## config.mk

```make
export PLATFORM = sky130hd
export DESIGN_NAME = freq_ratio_detector
export DESIGN_NICKNAME = d
export VERILOG_FILES = /design/src/rtl/freq_ratio_detector.sv
export SDC_FILE = /design/constraint.sdc
export NUM_CORES = 1
export LEC_CHECK = 0
export ABC_CLOCK_PERIOD_IN_PS = 3100
export BUFFER_PORTS_ARGS = -buffer_cell sky130_fd_sc_hd__buf_2
export CORE_ASPECT_RATIO = 0.5
export CORE_MARGIN = 8
export CORE_UTILIZATION = 35
export DETAILED_ROUTE_END_ITERATION = 8
export SKIP_CTS_REPAIR_TIMING = 1
export SLEW_MARGIN = 40
export SYNTH_ARGS = -nofsm -noshare
export SYNTH_HDL_FRONTEND = slang
export SYNTH_SLANG_ARGS = --single-unit
export TNS_END_PERCENT = 1
```

## constraint.sdc

```tcl
create_clock -name clk -period 3.1 [get_ports clk]
set_input_delay 0 -clock clk [delete_from_list [all_inputs] [get_ports clk]]
set_output_delay 0 -clock clk [all_outputs]
set_load 0.1 [all_outputs]
```

## src/rtl/freq_ratio_detector.sv

```systemverilog
// freq_ratio_detector: measures period and high time of a clk-synchronous divided clock,
// reports the recovered ratio, lock on a stable ratio, ratio changes and missing edges.
module freq_ratio_detector #(
    parameter int CNT_W    = 8,
    parameter int LOCK_CNT = 2
) (
    input  logic             clk,
    input  logic             rst,
    input  logic             div_in,
    input  logic             clr,
    output logic [CNT_W-1:0] period,
    output logic [CNT_W-1:0] high_time,
    output logic             period_vld,
    output logic             locked,
    output logic             err,
    output logic             timeout
);
    localparam logic [CNT_W-1:0] SAT    = '1;
    localparam logic [CNT_W-1:0] ONE    = CNT_W'(1);
    localparam logic [CNT_W-1:0] LOCK_N = CNT_W'(LOCK_CNT);
    typedef enum logic [1:0] {IDLE, MEAS, LOCK} state_t;
    state_t           state_q;
    logic             div_in_q, rise, tmo, mis;
    logic             vld_q, locked_q, err_q, timeout_q;
    logic [CNT_W-1:0] cnt_q, cnt_d, hcnt_q, hcnt_d, match_q, match_d, period_q, high_q;
    always_comb begin
        rise    = div_in & ~div_in_q;
        cnt_d   = rise ? ONE : (cnt_q == SAT ? SAT : cnt_q + ONE);
        hcnt_d  = rise ? ONE : ((div_in && hcnt_q != SAT) ? hcnt_q + ONE : hcnt_q);
        match_d = (cnt_q == period_q && match_q != '0) ? match_q + ONE : ONE;
        tmo     = !rise && cnt_d == SAT;
        mis     = rise && state_q == LOCK && cnt_q != period_q;
    end
    always_ff @(posedge clk) begin
        if (!rst) begin
            state_q   <= IDLE;
            div_in_q  <= 1'b0;
            cnt_q     <= '0;
            hcnt_q    <= '0;
            match_q   <= '0;
            period_q  <= '0;
            high_q    <= '0;
            vld_q     <= 1'b0;
            locked_q  <= 1'b0;
            err_q     <= 1'b0;
            timeout_q <= 1'b0;
        end else begin
            div_in_q <= div_in;
            cnt_q    <= cnt_d;
            hcnt_q   <= hcnt_d;
            vld_q    <= 1'b0;
            // a mismatch in the same cycle as clr keeps err set
            err_q    <= mis | (err_q & ~clr);
            if (tmo) begin
                timeout_q <= 1'b1;
                locked_q  <= 1'b0;
                match_q   <= '0;
                state_q   <= IDLE;
            end else if (rise) begin
                if (state_q == IDLE) begin
                    state_q   <= MEAS;
                    match_q   <= '0;
                    timeout_q <= 1'b0;
                end else begin
                    period_q <= cnt_q;
                    high_q   <= hcnt_q;
                    vld_q    <= 1'b1;
                    if (state_q == MEAS) begin
                        match_q <= match_d;
                        if (match_d >= LOCK_N) begin
                            state_q  <= LOCK;
                            locked_q <= 1'b1;
                        end
                    end else if (mis) begin
                        match_q  <= ONE;
                        locked_q <= 1'b0;
                        state_q  <= MEAS;
                    end
                end
            end
        end
    end
    assign period     = period_q;
    assign high_time  = high_q;
    assign period_vld = vld_q;
    assign locked     = locked_q;
    assign err        = err_q;
    assign timeout    = timeout_q;
endmodule

```

## Word level (Yosys, flattened, before mapping)

Index checks and enable logic that the tools add are counted.

| operators by class | value |
|---|---|
| order comparisons | 1 |
| equality and inequality tests | 9 |
| $mul | 0 |
| bitwise gates (word level) | 9 |
| div/mod/pow operators | 0 |
| multiplexer cells | 19 |
| reductions and logical operators | 21 |
| shifts and indexed selects | 0 |
| add/sub/neg operators | 3 |

Operator list:

| operator | count |
|---|---|
| $mux 8 | 6 |
| $add 8x1->8 const B | 3 |
| $eq 8x8->1 const B | 2 |
| $mux 1 | 9 |
| $eq 8x8->1 | 1 |
| $ge 8x2->1 const B | 1 |
| $mux 2 | 4 |
| $ne 8x8->1 | 1 |
| $ne 8x8->1 const B | 1 |
| $reduce_bool 2->1 | 4 |
| $reduce_bool 8->1 | 1 |
| $not 1->1 | 6 |
| $reduce_and 3->1 | 2 |
| $logic_and 1x1->1 | 5 |
| $reduce_and 2->1 | 2 |
| $reduce_and 4->1 | 1 |
| $reduce_or 2->1 | 2 |
| $ne 3x2->1 const B | 1 |
| $reduce_bool 3->1 | 1 |
| $reduce_or 3->1 | 1 |
| $and 1x1->1 | 2 |
| $eq 2x1->1 const B | 1 |
| $eq 2x2->1 const B | 1 |
| $logic_not 2->1 | 1 |
| 3 further kinds | 3 |

| word-level totals | value |
|---|---|
| input bits | 4 |
| bits in latches | 0 |
| memories | 0 |
| output and inout port bits | 20 |
| flip-flop bits (word level) | 47 |
| memory bits (writable) | 0 |
| ROM bits | 0 |

## Logic depth before layout (Yosys ltp)

Gate-level depths: netlist of the first run.

| depth | value |
|---|---|
| depth in word-level cells | 7 |
| mapped depth | 7 |
| mapped depth without buffers | 6 |

## Worst setup path after synthesis of the first run

No wires, ideal clock.

| path | value |
|---|---|
| path kind | reg2reg |
| start | register period_q[6], in the netlist period[6] |
| end | register state_q[0] |
| path slack | 0.887 ns |
| arrival time | 2.097 ns |
| buffers on the path | 0 |
| stages on the path, launching flop included | 6 |
| cells stage by stage | dfxtp_1 > xnor2_2 > nand4_2 > nor4_4 > o41ai_2 > and3b_1 |

| on the way | value |
|---|---|
| word-level cells in the longest chain between the ends | 6 |
| elaborated cells on any way between the ends | 9 |
| those cells by class | order compare (1); eq/ne (3); mux (1); reduce/logical (4) |

Ends and longest elaborated chain:

| what | RTL line | source |
|---|---|---|
| from (decl) | 25 | `logic [CNT_W-1:0] cnt_q, cnt_d, hcnt_q, hcnt_d, match_q, match_d, period_q, high_q;` |
| from (signal assigned) | 65 | `period_q <= cnt_q;` |
| $eq 8x8->1 | 30 | `match_d = (cnt_q == period_q && match_q != '0) ? match_q + ONE : ONE;` |
| $logic_and 1x1->1 | 30 |  |
| $mux 8 | 30 |  |
| $ge 8x2->1 | 70 | `if (match_d >= LOCK_N) begin` |
| $ne 3x2->1 (no source line) | n/a |  |
| $reduce_and 3->1 (no source line) * | n/a |  |
| to (signal assigned) | 36 | `state_q <= IDLE;` |
| to (signal assigned) | 71 | `state_q <= LOCK;` |
| to (signal assigned) | 77 | `state_q <= MEAS;` |
| to (decl) | 22 | `state_t state_q;` |

Every way passes the cells marked *; elsewhere a longest branch is shown, timed or not.
A chain may end at the register's enable or synchronous reset.

## Final worst setup path of the first run

| path | value |
|---|---|
| start | register cnt_q[0] |
| end | register state_q[0] |

| on the way | value |
|---|---|
| word-level cells in the longest chain between the ends | 6 |
| elaborated cells on any way between the ends | 16 |
| those cells by class | add/sub (1); order compare (1); eq/ne (5); mux (3); reduce/logical (6) |

Ends and longest elaborated chain:

| what | RTL line | source |
|---|---|---|
| from (decl) | 25 |  |
| from (signal assigned) | 49 | `cnt_q <= cnt_d;` |
| $eq 8x8->1, or another cell as far along | 30 |  |
| $logic_and 1x1->1 or $mux 8 (tied branches) | 30, 28 |  |
| $mux 8, on equally long branches | 30, 28 |  |
| $ge 8x2->1 or $eq 8x8->1 (tied branches) | 70, 31 |  |
| $ne 3x2->1 (no source line) or $logic_and 1x1->1 (tied branches) | n/a |  |
| $reduce_and 3->1 (no source line) or $reduce_or 2->1 (tied branches) | n/a |  |

Several ways; a longest one is shown, not always the timed one.

==> flow_metrics.py, run 1 <==
metrics = {
    "timing": {
        "hold_viol_final": 0,
        "fin_crit_ns": 2.12,
        "tightest_slew_ns": 0.674,
        "fin_crit_sh": 0.683,
        "drv_slew": 0,
        "max_freq_ghz": 0.472,
        "fin_skew_ns": 0.00599,
        "fin_setup_tns_ns": 0,
        "rsz0062_at_grt": "no",
        "relSlewSlack": 0.547,
        "setup-violations-final": 0,
        "fin_ws_ns": 0.982,
    },
    "layout": {
        "final_cell_mix": "47 x nand2_1, 47 x dfxtp_1, 29 x a21oi_1",
        "final_cell_count_no_fill": 380,
        "drive_above_1_share": 0.178,
        "nets": 299,
        "fill_cells": 651,
        "finish.utilization": 0.430,
        "antenna_cells": 0,
        "syn2layout_area_growth_pct": 16.5,
    },
    "critical_path": {
        "worstReg2RegEnd": "state_q[0]",
        "crit_type": "reg2reg",
        "cp_max_fo": 11,
        "r2r.worst_path.cells": 6,
        "required_ns": 3.28,
        "crit_path_end_kind": "register",
        "worst_setup_path_start_kind": "register",
        "reg2reg_setup_slack_ns": 0.98,
        "cp.arrival_ns": 2.30,
        "r2r-start": "cnt_q[0]",
    },
    "cts": {
        "cts_tree": "done",
        "root_buffer": "clkbuf_16",
        "cts_made_buffers": 5,
        "worstSkewPairLatency_ns": 0.29,
        "cts.path.max_buffers": 2,
        "htree_levels": 2,
        "cts.sinks": 47,
        "clkTransAtPathRegs_ns": 0.06,
    },
    "power": {
        "power.total_w": 0.00134,
        "p_leak_nw": 0.934,
        "powerDensity_nw_per_um2": 503,
        "ir_worst_vdd_uv": 277,
    },
    "logic_synthesis": {
        "synth_edf_count": 0,
        "synth_area_sq_um": 2290,
        "netlist_instances": 267,
        "synth.yosys.warnings": 0,
        "yosysSeqAreaShare": 0.411,
        "synth-async-reset-ratio": 0,
        "yosys_most_used_dff": "dfxtp_1",
        "ys_seq_elements": 47,
        "syn_area_per_cell_sq_um": 8.58,
        "synth_nets": 275,
        "synthTopCellsByArea": "dfxtp_1 41%, nand2_1 7.7%, a21oi_1 6.3%",
        "yosys.area.top_type": "dfxtp_1",
        "post-synth-top-area-fraction": 0.411,
        "yosys.cell_types.count": 53,
    },
    "drt": {
        "dr.pass1.iters": 4,
        "avgViaCountPerCell": 5.05,
        "ant_nets": 0,
        "wl_met1_mm": 2.60,
        "wl_met3_um": 91,
        "vias": 1920,
        "drc": 0,
        "avgRoutedWirePerCell_um": 13.4,
        "highest_layer": "met4",
        "finalWirelength_mm": 5.11,
        "drt_iter0_drc": 132,
        "wl_met2_mm": 2.34,
    },
    "global_route": {
        "grt_pass1_wl_mm": 8.61,
        "track_usage": 0.111,
        "grt_max_degree": 21,
        "antenna_found_initial": 0,
        "gr-total-overflow": 0,
        "grt_pass1_vias": 1809,
    },
    "placed_design": {
        "dp_slack_ns": 1.00,
        "numPortBuffers": 23,
        "dp.cells": 370,
        "hpwl_mm": 3.76,
        "gp_congestion": 0.825,
    },
    "die": {
        "row_count": 20,
        "ios": 24,
        "die_h_um": 73.2,
        "core-area_sq_um": 6210,
        "die_area_sq_um": 9550,
        "start_util": 0.369,
        "dieWidth_um": 130,
    },
    "run_status": {
        "outcome": "finished, final reports clean",
    },
    "min_path": {
        "whs_path_depth": 3,
        "hold_class": "in2reg",
        "hold_start": "clr",
        "hold_end": "err",
    },
    "run": {
        "cap_violations": 0,
    },
}
## stage by stage
step	instance area [sq um]	hold WS (ns)
final	2670	0.0229
after global routing	2670	0.0431
after CTS	2650	-0.0236
after detailed placement	2480	0.276
after global placement	2480	0.274
after floorplan	2290	0.118
## logic make-up after synthesis
kind of cell,after synthesis,synth area share
compound gates,58,0.159
xor+xnor,15,0.0803
fa+ha+maj,4,0.0218
buf+inv,20,0.0404
flops,47,0.411
mux,1,0.00437
simple gates,122,0.283
## layer usage
layer / up-vias / global-route usage
met4: 0 / 0.0416
li1: 981 / -
met5: - / 0
met2: 18 / 0.180
met1: 914 / 0.143
met3: 7 / 0.0241
## report_power, final
| part | switching, W | total, W | leakage (nW) | internal, W |
|---|---|---|---|---|
| clock | 0.000227 | 0.000607 | 0.0838 | 0.000380 |
| sequential | 0.0000147 | 0.000629 | 0.380 | 0.000614 |
| combinational | 0.0000738 | 0.000106 | 0.470 | 0.0000326 |
| total | 0.000315 | 0.00134 | 0.934 | 0.00103 |
## worst max path at each step
| stage | start | to | slack [ns] | depth (start not counted) |
|---|---|---|---|---|
| global placement | cnt_q[0] | state_q[0] | 1.03 | 6 |
| detailed placement | cnt_q[0] | state_q[0] | 1.00 | 6 |
| floorplan | period[6] | state_q[0] | 0.89 | 5 |
| global route | cnt_q[0] | state_q[0] | 0.87 | 6 |
| CTS | cnt_q[0] | state_q[0] | 0.98 | 6 |
| finish | cnt_q[0] | state_q[0] | 0.98 | 6 |
## registers in the layout, indices dropped and copies added, names as in the netlist, 2 cells and up
name and flops:
high_time 8, match_q 8, state_q 2, period 8
hcnt_q 8, cnt_q 8
## final cells by class
class / count / area [sq um] / share of cell area
clock buffer: 5 / 125 / 0.0469
clock inverter: 3 / 43.8 / 0.0164
multi-input combinational: 200 / 1260 / 0.471
sequential: 47 / 941 / 0.353
tap: 88 / 110 / 0.0413
timing repair buffer: 28 / 158 / 0.0591
inverter: 9 / 33.8 / 0.0127
## worst max-delay path, stage by stage, from the launching register on
cell	delay [ns]
dfxtp_1	0.39
ha_1	0.27
or2b_1	0.26
a2111oi_2	0.30
o2111ai_1	0.18
nand2_1	0.39
and3b_1	0.23
## synth_stat cells (2+ instances only)
library cell / number
dfxtp_1: 47
nand2_1: 47
a21oi_1: 29
nand3_1: 20
nor2_1: 15
inv_1: 9
nor3_1: 9
a31oi_1: 8
xnor2_2: 7
clkbuf_1: 5
xnor2_1: 5
ha_1: 4
nor2b_1: 4
o21ai_0: 4
o21ai_1: 3
xor2_1: 3
a211oi_1: 2
and2_1: 2
and3_1: 2
and3b_1: 2
buf_2: 2
buf_4: 2
nand2b_1: 2
nand4_1: 2
nand4_2: 2
nor4_4: 2
or3_1: 2
Power figures use the tool's default switching activity.
==> run 2, diff against run 1 <==
--- a/config.mk
+++ b/config.mk
@@ -5,7 +5,7 @@
 export SDC_FILE = /design/constraint.sdc
 export NUM_CORES = 1
 export LEC_CHECK = 0
-export ABC_CLOCK_PERIOD_IN_PS = 3100
+export ABC_CLOCK_PERIOD_IN_PS = 2200
 export BUFFER_PORTS_ARGS = -buffer_cell sky130_fd_sc_hd__buf_2
 export CORE_ASPECT_RATIO = 0.5
 export CORE_MARGIN = 8
==> constraint.sdc (replaced) <==
create_clock -name clk -period 2.2 [get_ports clk]
set_input_delay 0 -clock clk [delete_from_list [all_inputs] [get_ports clk]]
set_output_delay 0 -clock clk [all_outputs]
set_load 0.1 [all_outputs]
==> flow_metrics.py, run 2 (synthesis gave the netlist of run 1 again) <==
metrics = {
    "critical_path": {
        "crit_path_max_incr_delay_ns": 0.40,
        "required_ns": 2.36,
        "cp.arrival_ns": 2.15,
        "worst_setup_path_start_kind": "register",
        "crit_path_end_kind": "register",
        "cpMaxStageDelayCell": "dfxtp_1",
        "crit_type": "reg2reg",
        "reg2reg_setup_slack_ns": 0.22,
        "r2r-start": "cnt_q[0]",
        "crit_chain": "ha_1 > or2b_1 > a2111oi_2 > o2111ai_1 > nand2_1 > buf_4 > a31oi_1",
        "startpoint": "cnt_q[0]",
        "cp_max_fo": 8,
    },
    "timing": {
        "tightest_slew_ns": 0.762,
        "hold_viol_final": 1,
        "fin_crit_sh": 0.901,
        "fin_skew_ns": 0.00476,
        "rsz0062_at_grt": "no",
        "fin_setup_tns_ns": 0,
        "drv_slew": 0,
        "max_freq_ghz": 0.504,
        "timing.hold.ws_ns": -0.00401,
        "fin_crit_ns": 1.98,
        "relSlewSlack": 0.492,
        "setup-violations-final": 0,
    },
    "layout": {
        "final_cell_count_no_fill": 382,
        "antenna_cells": 0,
        "syn2layout_area_growth_pct": 16.4,
        "drive_above_1_share": 0.211,
        "final_common_cell": "nand2_1",
        "final_cell_mix": "47 x nand2_1, 41 x dfxtp_1, 29 x a21oi_1",
        "nets": 301,
    },
    "drt": {
        "finalWirelength_mm": 5.02,
        "ant_nets": 0,
        "avgViaCountPerCell": 5.07,
        "drt_iter0_drc": 127,
        "drc": 0,
        "avgRoutedWirePerCell_um": 13.2,
        "vias": 1936,
        "dr.pass1.iters": 4,
    },
    "min_path": {
        "hold_class": "in2reg",
        "hold_start": "div_in",
    },
    "global_route": {
        "grt_pass1_wl_mm": 8.61,
        "antenna_found_initial": 0,
        "grt_pass1_vias": 1814,
        "gr-total-overflow": 0,
        "track_usage": 0.111,
        "grt_max_degree": 21,
    },
    "power": {
        "powerDensity_nw_per_um2": 666,
        "ir_worst_vdd_uv": 304,
        "p_leak_nw": 0.941,
    },
    "die": {
        "die_area_sq_um": 9550,
        "row_count": 20,
        "start_util": 0.369,
        "core-area_sq_um": 6210,
        "ios": 24,
        "die_h_um": 73.2,
        "dieWidth_um": 130,
    },
    "cts": {
        "cts_made_buffers": 5,
        "root_buffer": "clkbuf_16",
        "cts.sinks": 47,
        "cts.path.max_buffers": 2,
        "worstSkewPairLatency_ns": 0.28,
        "htree_levels": 2,
        "clkTransAtPathRegs_ns": 0.07,
        "cts_tree": "done",
    },
    "placed_design": {
        "numPortBuffers": 23,
        "gp_congestion": 0.818,
        "dp.cells": 373,
        "hpwl_mm": 3.70,
    },
    "run": {
        "cap_violations": 0,
    },
    "run_status": {
        "violations": "hold timing",
        "outcome": "finished with violations",
    },
}
run 2: critical path, delay by kind of cell, from the launching register on:
family | cells | cell delay, ns
DFF | 1 | 0.40
and+or+nand+nor | 2 | 0.43
AOI/OAI and AO/OA | 3 | 0.57
adders and majority gates | 1 | 0.27
buffers and inverters | 1 | 0.19
run 2: power breakdown:
part           leakage [nW]  switching, W  total [W]  internal (W)
Combinational         0.483      0.000105   0.000151     0.0000462
Clock                0.0740      0.000319   0.000740      0.000421
Sequential            0.384     0.0000207   0.000886      0.000865
run 2: cell type report:
type                    instances  area [sq um]
clock buffers                   5           125
clock inverters                 3          18.8
fillers                       635          3540
inverters                       9          33.8
multi-input cells             200          1260
flip-flops and latches         47           948
well taps                      88           110
repair buffers                 30           170
run 2: worst paths after layout:
check                 endpoint  cells after the start
setup reg to reg    match_q[4]                      7
hold reg to reg   high_time[0]                      2
setup / recovery    match_q[4]                      7
hold / removal        div_in_q                      2
run 2: metrics by stage:
| stage | setup slack, ns | total power, W | instance area [sq um] | hold WS (ns) | util |
|---|---|---|---|---|---|
| floorplan | 0.0124 | 0.00102 | 2300 | 0.118 | - |
| global placement | 0.301 | 0.00105 | 2510 | 0.277 | 0.404 |
| detailed placement | 0.270 | 0.00105 | 2510 | 0.274 | 0.405 |
| CTS | 0.247 | 0.00179 | 2660 | -0.0214 | 0.428 |
| global route | 0.0765 | 0.00185 | 2670 | 0.0119 | 0.430 |
| finish | 0.217 | 0.00178 | 2670 | -0.00401 | 0.430 |
run 2: layer usage:
layer | track usage | wire (um) | up-vias
met4 | 0.0416 | 53 | 0
met3 | 0.0241 | 120 | 5
li1 | - | - | 995
met5 | 0 | 0 | -
met2 | 0.188 | 2370 | 24
met1 | 0.137 | 2480 | 912
